## src/rtl/reverb_scheduler.sv

```systemverilog
// reverb_scheduler: five-channel Schroeder comb bank time-multiplexed over one shared single-port delay RAM.
// Ports: clk, reset (sync, active-high); sample_valid/din sample input; busy, sample_drop status;
//        dout/dout_valid mixed output; mem_addr/mem_rd/mem_wr/mem_wdata/mem_rdata RAM port
//        (mem_rdata is valid the cycle after mem_rd).
// Optional: define REVERB_SCHED_CLEAR_EN to zero the whole delay RAM after every reset.
module reverb_scheduler #(
   parameter int                 ADDR_W   = 14,
   parameter int                 D0       = 3000,
   parameter int                 D1       = 5000,
   parameter int                 D2       = 7000,
   parameter int                 D3       = 9000,
   parameter int                 D4       = 11000,
   parameter logic signed [15:0] FEEDBACK = 16'sd22937
) (
   input  logic                     clk,
   input  logic                     reset,
   input  logic                     sample_valid,
   input  logic signed [15:0]       din,
   output logic                     busy,
   output logic                     sample_drop,
   output logic signed [15:0]       dout,
   output logic                     dout_valid,
   output logic        [ADDR_W+2:0] mem_addr,
   output logic                     mem_rd,
   output logic                     mem_wr,
   output logic signed [15:0]       mem_wdata,
   input  logic signed [15:0]       mem_rdata
);
   typedef enum logic [2:0] {
      S_IDLE,
      S_READ,
      S_CALC,
      S_WRITE,
      S_OUT
`ifdef REVERB_SCHED_CLEAR_EN
      , S_CLEAR
`endif
   } state_t;
`ifdef REVERB_SCHED_CLEAR_EN
   localparam state_t S_RST = S_CLEAR;
   localparam logic [ADDR_W+2:0] CLR_N = (ADDR_W+3)'(5 << ADDR_W);
`else
   localparam state_t S_RST = S_IDLE;
`endif
   state_t                r_state;
   logic        [2:0]     r_chan;
   logic        [ADDR_W-1:0] r_wptr;
   logic signed [18:0]    r_acc;
   logic signed [15:0]    r_din, r_dout, r_wdata;
   logic                  r_drop, r_dv, r_rd, r_wr;
   logic        [ADDR_W+2:0] r_addr;
`ifdef REVERB_SCHED_CLEAR_EN
   logic        [ADDR_W+2:0] r_clr;
`endif
   logic        [2:0]     w_rd_chan;
   logic        [ADDR_W-1:0] w_rd_idx;
   logic signed [31:0]    w_p;
   logic signed [17:0]    w_sum;
   logic signed [15:0]    w_y;
   logic signed [18:0]    w_acc_nx;

   function automatic logic [ADDR_W-1:0] dly(input logic [2:0] c);
      return c == 3'd0 ? ADDR_W'(D0) : c == 3'd1 ? ADDR_W'(D1) : c == 3'd2 ? ADDR_W'(D2) :
             c == 3'd3 ? ADDR_W'(D3) : ADDR_W'(D4);
   endfunction

   function automatic logic signed [15:0] sat16(input logic signed [18:0] x);
      return x > 19'sd32767 ? 16'sd32767 : x < -19'sd32768 ? -16'sd32768 : x[15:0];
   endfunction

   // The channel about to be read: 0 when a sample starts, otherwise the next channel.
   // The read offset wraps modulo the per-channel ring size by plain subtraction.
   always_comb begin
      w_rd_chan = r_state == S_IDLE ? 3'd0 : r_chan + 3'd1;
      w_rd_idx  = r_wptr - dly(w_rd_chan);
      w_p       = 32'(FEEDBACK) * 32'(mem_rdata);
      w_sum     = 18'(r_din) + 18'(w_p >>> 15);
      w_y       = sat16(19'(w_sum));
      w_acc_nx  = r_acc + 19'(r_wdata);
   end

   always_ff @(posedge clk) begin
      if (reset) begin
         r_state <= S_RST;
         r_chan  <= '0;
         r_wptr  <= '0;
         r_acc   <= '0;
         r_din   <= '0;
         r_dout  <= '0;
         r_wdata <= '0;
         r_drop  <= 1'b0;
         r_dv    <= 1'b0;
         r_rd    <= 1'b0;
         r_wr    <= 1'b0;
         r_addr  <= '0;
`ifdef REVERB_SCHED_CLEAR_EN
         r_clr   <= '0;
`endif
      end else begin
         r_drop <= sample_valid && r_state != S_IDLE;
         r_dv   <= 1'b0;
         r_rd   <= 1'b0;
         r_wr   <= 1'b0;
         case (r_state)
            S_IDLE: if (sample_valid) begin
               r_din   <= din;
               r_chan  <= '0;
               r_acc   <= '0;
               r_rd    <= 1'b1;
               r_addr  <= {w_rd_chan, w_rd_idx};
               r_state <= S_READ;
            end
            S_READ: r_state <= S_CALC;
            S_CALC: begin
               r_wr    <= 1'b1;
               r_addr  <= {r_chan, r_wptr};
               r_wdata <= w_y;
               r_state <= S_WRITE;
            end
            // mem_wdata still holds this channel's y, so it feeds the accumulator directly.
            S_WRITE: begin
               r_acc <= w_acc_nx;
               if (r_chan == 3'd4) begin
                  r_dout  <= sat16(w_acc_nx >>> 3);
                  r_dv    <= 1'b1;
                  r_state <= S_OUT;
               end else begin
                  r_chan  <= w_rd_chan;
                  r_rd    <= 1'b1;
                  r_addr  <= {w_rd_chan, w_rd_idx};
                  r_state <= S_READ;
               end
            end
            S_OUT: begin
               r_wptr  <= r_wptr + 1'b1;
               r_state <= S_IDLE;
            end
`ifdef REVERB_SCHED_CLEAR_EN
            // One zero write per cycle; leave once the last address has been issued.
            S_CLEAR: if (r_clr == CLR_N) r_state <= S_IDLE;
            else begin
               r_wr    <= 1'b1;
               r_addr  <= r_clr;
               r_wdata <= '0;
               r_clr   <= r_clr + 1'b1;
            end
`endif
            default: r_state <= S_RST;
         endcase
      end
   end

   assign busy        = r_state != S_IDLE;
   assign sample_drop = r_drop;
   assign dout        = r_dout;
   assign dout_valid  = r_dv;
   assign mem_addr    = r_addr;
   assign mem_rd      = r_rd;
   assign mem_wr      = r_wr;
   assign mem_wdata   = r_wdata;
endmodule

```

## config.mk

```make
export PLATFORM = sky130hd
export DESIGN_NAME = reverb_scheduler
export DESIGN_NICKNAME = d
export VERILOG_FILES = /design/src/rtl/reverb_scheduler.sv
export SDC_FILE = /design/constraint.sdc
export NUM_CORES = 1
export LEC_CHECK = 0
export BUFFER_PORTS_ARGS = -buffer_cell sky130_fd_sc_hd__buf_2
export CORE_MARGIN = 2
export CORE_UTILIZATION = 23
export DETAILED_ROUTE_END_ITERATION = 7
export GPL_TIMING_DRIVEN = 0
export PLACE_DENSITY = 0.37
export SLEW_MARGIN = 10
export SYNTH_ARGS = -nofsm -noshare
export SYNTH_HDL_FRONTEND = slang
export SYNTH_SLANG_ARGS = --single-unit
export TNS_END_PERCENT = 30
```

## constraint.sdc

```tcl
create_clock -name clk -period 9.65 [get_ports clk]
set_input_delay 1.4475 -clock clk [delete_from_list [all_inputs] [get_ports clk]]
set_output_delay 1.4475 -clock clk [all_outputs]
set_load 0.05 [all_outputs]
```

======== Word level (Yosys, flattened, before mapping) ========
Cells that the tools add are included.
storage, ports and cells
  register bits ........................... 108
  bits in latches ......................... 0
  bits in writable memories ............... 0
  memory bits (read-only) ................. 0
  bits of input ports ..................... 35
  output and inout bits ................... 54
  memories kept ........................... 0
operators by class
  add/sub/neg operators ................... 5
  multipliers ............................. 1
  div/mod/pow operators ................... 0
  order comparisons ....................... 4
  equal/unequal tests ..................... 10
  shifts and indexed selects .............. 0
  mux-type cells .......................... 25
  bitwise logic cells ..................... 1
  reductions and logical operators ........ 12
operator list
  kind                                                                                number
  16-bit two-way mux                                                                  4
  17-bit case mux with 3 select lines                                                 1
  14-bit two-way mux                                                                  3
  19-bit case mux with 2 select lines                                                 1
  17-bit two-way mux                                                                  2
  16-bit by 16-bit multiplier with 32-bit output (first input constant)               1
  19-bit by 16-bit adder with 19-bit output                                           1
  19-bit two-way mux                                                                  1
  16-bit by 17-bit adder with 18-bit output                                           1
  18-bit by 16-bit greater-than comparator with 1-bit output (second input constant)  1
  18-bit by 16-bit < comparator with 1-bit output (second input constant)             1
  16-bit greater-than comparator (second input constant)                              1
  16-bit < comparator (second input constant)                                         1
  3-bit two-way mux                                                                   5
  14-bit by 1-bit adder with 14-bit output (second input constant)                    1
  14-bit subtractor                                                                   1
  3-bit by 2-bit equality test with 1-bit output (second input constant)              4
  12-bit two-way mux                                                                  1
  3-bit case mux with 4 select lines                                                  1
  3-bit by 1-bit equality test with 1-bit output (second input constant)              2
  3-bit equality test (second input constant)                                         2
  3-bit logical NOT                                                                   2
  3-bit case mux with 2 select lines                                                  1
  2-bit AND reduction                                                                 3
  10 further kinds                                                                    16

======== Longest topological paths before layout ========
  depth after elaboration ................. 10
  gate-level depth with buffers ........... 32

======== Worst setup path after synthesis ========
OpenSTA, ideal clock, no wires.
  kind .................................... input to register
  start point ............................. input mem_rdata[13]
  end point ............................... register r_wdata[10], in the netlist mem_wdata[10]
  library setup time ...................... 145 ps
  arrival ................................. 8127 ps
  required time ........................... 9505 ps
  setup slack ............................. 1379 ps
  cell stages on the path ................. 24
  buffers on the path ..................... 1
  cell sequence ........................... fa_1 -> fa_1 -> fa_1 -> fa_1 -> fa_1 -> inv_1 -> fa_1 -> inv_1 -> ha_1 -> nand3_1 -> o21bai_1 -> a31oi_1 -> o21ai_1 -> o311a_1 -> a311oi_1 -> a21o_1 -> a21oi_1 -> xnor2_1 -> ha_1 -> nor3b_1 -> a221oi_2 -> o22ai_2 -> buf_6 -> a211oi_2
on the way
  cells in the longest elaborated chain, start to end .. 5
  elaborated cells on any way between the ends .. 6
  those cells by class .................... 1 x add/sub; 1 x mul; 2 x order compare; 2 x mux
RTL lines
  what                                                line  source
  start: declaration                                  27    input logic signed [15:0] mem_rdata
  16-bit by 16-bit multiplier with 32-bit output (*)  76    w_p = 32'(FEEDBACK) * 32'(mem_rdata);
  16-bit by 17-bit adder with 18-bit output (*)       77    w_sum = 18'(r_din) + 18'(w_p >>> 15);
  18-bit by 16-bit < comparator with 1-bit output     68    return x > 19'sd32767 ? 16'sd32767 : x < -19'sd32768 ? -16'sd32768 : x[15:0];
  16-bit two-way mux                                  68
  16-bit two-way mux (*)                              68
  end signal: assignment                              117   r_wdata <= w_y;
  end: declaration                                    49    logic signed [15:0] r_din, r_dout, r_wdata;
Mark *: on every way between the ends. The rest lies on a longest branch, timed or not.
A chain may end at the register's enable or synchronous reset.

======== Worst setup path in the final report ========
  start point ............................. input mem_rdata[15]
  end point ............................... register r_wdata[5], in the netlist mem_wdata[5]
Same word-level chain as after synthesis.

==> impl_metrics.tcl <==
set metrics [dict create \
    status "complete, no violations" \
    max_freq_mhz 111.7 \
    clockPowerShare_pct 11.4 \
    clock_path_buffers 2 \
    initialDrtViolationCount 270 \
    layout-drive-gt1-share_pct 10.23 \
    pin_count 89 \
    syn_to_final_growth_pct 14.74 \
    postLayoutCellArea_um2 11590 \
    cp-endpoint "mem_wdata[5]" \
    ir_drop_uv 187.3 \
    synth_top_area_cell "dfxtp_1" \
    p_switching_uw 1836 \
    vias 8087 \
    syn_inst 1186 \
    wl_per_cell_um 15.05 \
    async_flop_share_pct 0 \
    dr_wl_met2_um 13070 \
    leakage_uw 0.005426 \
    drtPass1Iterations 4 \
    drc 0 \
    synth_top_area_share_pct 21.41 \
    post-route-period-util_pct 92.81 \
    placement_rows 76 \
    setup_viol 0 \
    highest_layer "met4" \
    via_per_inst 4.313 \
    min_period_ns 8.956 \
    p_comb_share_pct 74.7 \
    coreArea_um2 43170 \
    finish.net_count 1553 \
    hold_start "dout[10]" \
    synth_edf_count 0 \
    dpl-instance-area_um2 11270 \
    met1Wirelength_um 14340 \
    cp-end-kind "flop" \
    avgSynthCellArea_um2 8.516 \
    seq_power_share_pct 13.9 \
    final_common_cell "inv_1" \
    cts_resized 0 \
    grt_pass1_vias 8014 \
    numPortBuffers 88 \
    dieArea_um2 45600 \
    tns_ns 0 \
    clk_latency_ns 0.37 \
    die_w_um 213.6 \
    finalClockSkew_ns 0.01106 \
    rr_worst_depth 16 \
    reg2reg_to "mem_addr[12]" \
    setup.worst_path.class "in -> reg" \
    rsz0062_at_grt "false" \
    seq_area_frac_synth_pct 21.41 \
    startpoint_type "primary input" \
    dr_wl_met3_um 642 \
    holdBufCountCts 0 \
    drv_slew 0 \
    hold_violations 0 \
    postCtsSetupRepairBufs 0 \
    ys_top_cells_by_area "dfxtp_1 21%, ha_1 20%, fa_1 13%" \
    regToRegStartpoint "r_state[2]" \
    path_clk_slew_ns 0.08 \
    arrival_ns 9.24 \
    yosys_warnings 0 \
    worst_pin_slew_ns 0.8155 \
    layout_common_cells "167 x inv_1, 165 x ha_1, 115 x nand2_1, 108 x dfxtp_1, 96 x nor2_1" \
    powerDensity_nw_per_um2 313.6 \
    dpl.hpwl_um 23660 \
    die_h_um 213.6 \
    relSlewSlack_pct 45.63 \
    start_util_pct 23.39 \
    ys_seq_elements 108 \
    detail-route-antenna-nets 0 \
    routed_wirelength_um 28210 \
    cts_root_buffer "clkbuf_16" \
    p_int_uw 1799 \
    syn_area_um2 10100 \
    syn_nets 1454 \
    grt_overflow 0 \
    antenna_found_initial 0 \
    grt_use_total_pct 12.59 \
    switching_share_pct 50.51 \
    critPathMaxFanout 10 \
    grt_pass1_wl_um 44350 \
    crit_required_ns 9.93 \
    yosysUniqueCellTypes 63 \
    antenna_cells 0 \
    cts_tree "done" \
    grt_start_max_net_pins 18 \
    synthFlopType "dfxtp_1" \
    crit_path_start "mem_rdata[15]" \
    gp_congestion 0.7696 \
    h-tree-depth 3 \
    r2r_slack_ns 5.87 \
    clkSinkCount 108 \
    min_path_type "reg -> reg" \
    maxCapViolCount 0 \
    numCtsBuffers 9 \
]
[stage by stage]
stage	setup WS, ns	instances	utilization, %	hold slack, ns	power (uW)
after floorplan	1.379	1186	-	0.4406	2589
after global placement	0.2161	1859	26.11	0.4402	3284
after detailed placement	0.2013	1859	26.11	0.4472	3270
after CTS	0.5706	1875	26.84	0.4580	3720
after global routing	0.1107	1875	26.84	0.4723	4047
final	0.6938	1875	26.84	0.4539	3634
[power groups by stage]
stage	clock (uW)	sequential (uW)	combinational, uW
floorplan	0	584	2010
global placement	0	519	2760
detailed placement	0	519	2750
CTS	430	509	2780
global route	444	512	3090
finish	413	507	2720
[critical path: stages]
cell      delay (ns)
buf_2           0.20
fa_1            0.50
fa_1            0.59
fa_1            0.60
fa_1            0.45
fa_1            0.55
inv_1           0.05
fa_1            0.53
inv_1           0.04
ha_1            0.35
a21o_1          0.18
a21oi_1         0.21
nand3_1         0.10
o21ai_1         0.44
o31ai_1         0.22
a311oi_1        0.40
a21o_1          0.22
xor2_1          0.10
ha_1            0.43
o21ai_0         0.13
a21oi_1         0.14
nor2_1          0.05
a31oi_1         0.22
xnor2_1         0.18
a211oi_2        0.42
buf_6           0.20
o21ai_1         0.08
a211oi_2        0.22
[cells by family after synthesis]
group | Yosys count | share of synthesized area, %
compound gates | 234 | 15.36
xor+xnor | 67 | 5.810
buf+inv | 207 | 7.916
flops | 108 | 21.41
simple gates | 335 | 15.39
fa+ha+maj | 233 | 33.92
mux | 2 | 0.1982
[how the worst min path moves through the flow]
| stage | endpoint | slack, ns | cells past startpoint |
|---|---|---|---|
| 2_1_floorplan | r_din[0] | 0.44 | 2 |
| 3_3_place_gp | mem_addr[4] | 0.44 | 2 |
| 3_5_place_dp | dout[9] | 0.45 | 2 |
| 4_1_cts | dout[11] | 0.46 | 2 |
| 5_1_grt | dout[11] | 0.47 | 2 |
| 6_report | dout[10] | 0.45 | 2 |
[routing by layer]
| metal | track usage, % | vias to the layer above |
|---|---|---|
| met3 | 1.845 | 8 |
| met5 | 0 | - |
| met2 | 20.52 | 55 |
| met1 | 17.84 | 3842 |
| li1 | - | 4182 |
| met4 | 2.083 | 0 |
[registers in the layout (all words and copies together), names as in the netlist, 3 cells and up]
register / cells
mem_wdata: 16
r_din: 16
r_acc: 19
mem_addr: 17
r_state: 3
r_chan: 3
dout: 16
r_wptr: 14
[cell type report]
class / count / area [um2]
repair buffers: 88 / 440.4
fillers: 4780 / 31580
clock inverters: 5 / 83.83
well taps: 585 / 732.0
plain buffers: 40 / 172.7
clock buffers: 11 / 232.7
inverters: 167 / 626.9
multi-input cells: 871 / 7138
flip-flops and latches: 108 / 2162
[cell usage after synthesis (3+ instances only)]
cell type	number
inv_1	167
ha_1	165
nand2_1	115
dfxtp_1	108
nor2_1	96
a21oi_1	88
fa_1	68
xnor2_1	41
nand3_1	36
clkbuf_1	35
o21ai_0	32
xor2_1	26
a21o_1	17
nor3_1	17
a211oi_1	14
o21bai_1	12
a211oi_2	11
nor2b_1	11
a31oi_1	10
o21ai_1	9
and3_1	8
nand4_1	7
and2_1	6
nand2b_1	6
o21a_1	6
a311oi_1	5
nor3b_1	5
or2_2	5
a211o_1	4
nand3b_1	4
nor4_1	4
or3_1	4
a2111oi_0	3
buf_6	3
o2111ai_1	3
o211ai_1	3
Power figures use the tool's default switching activity.
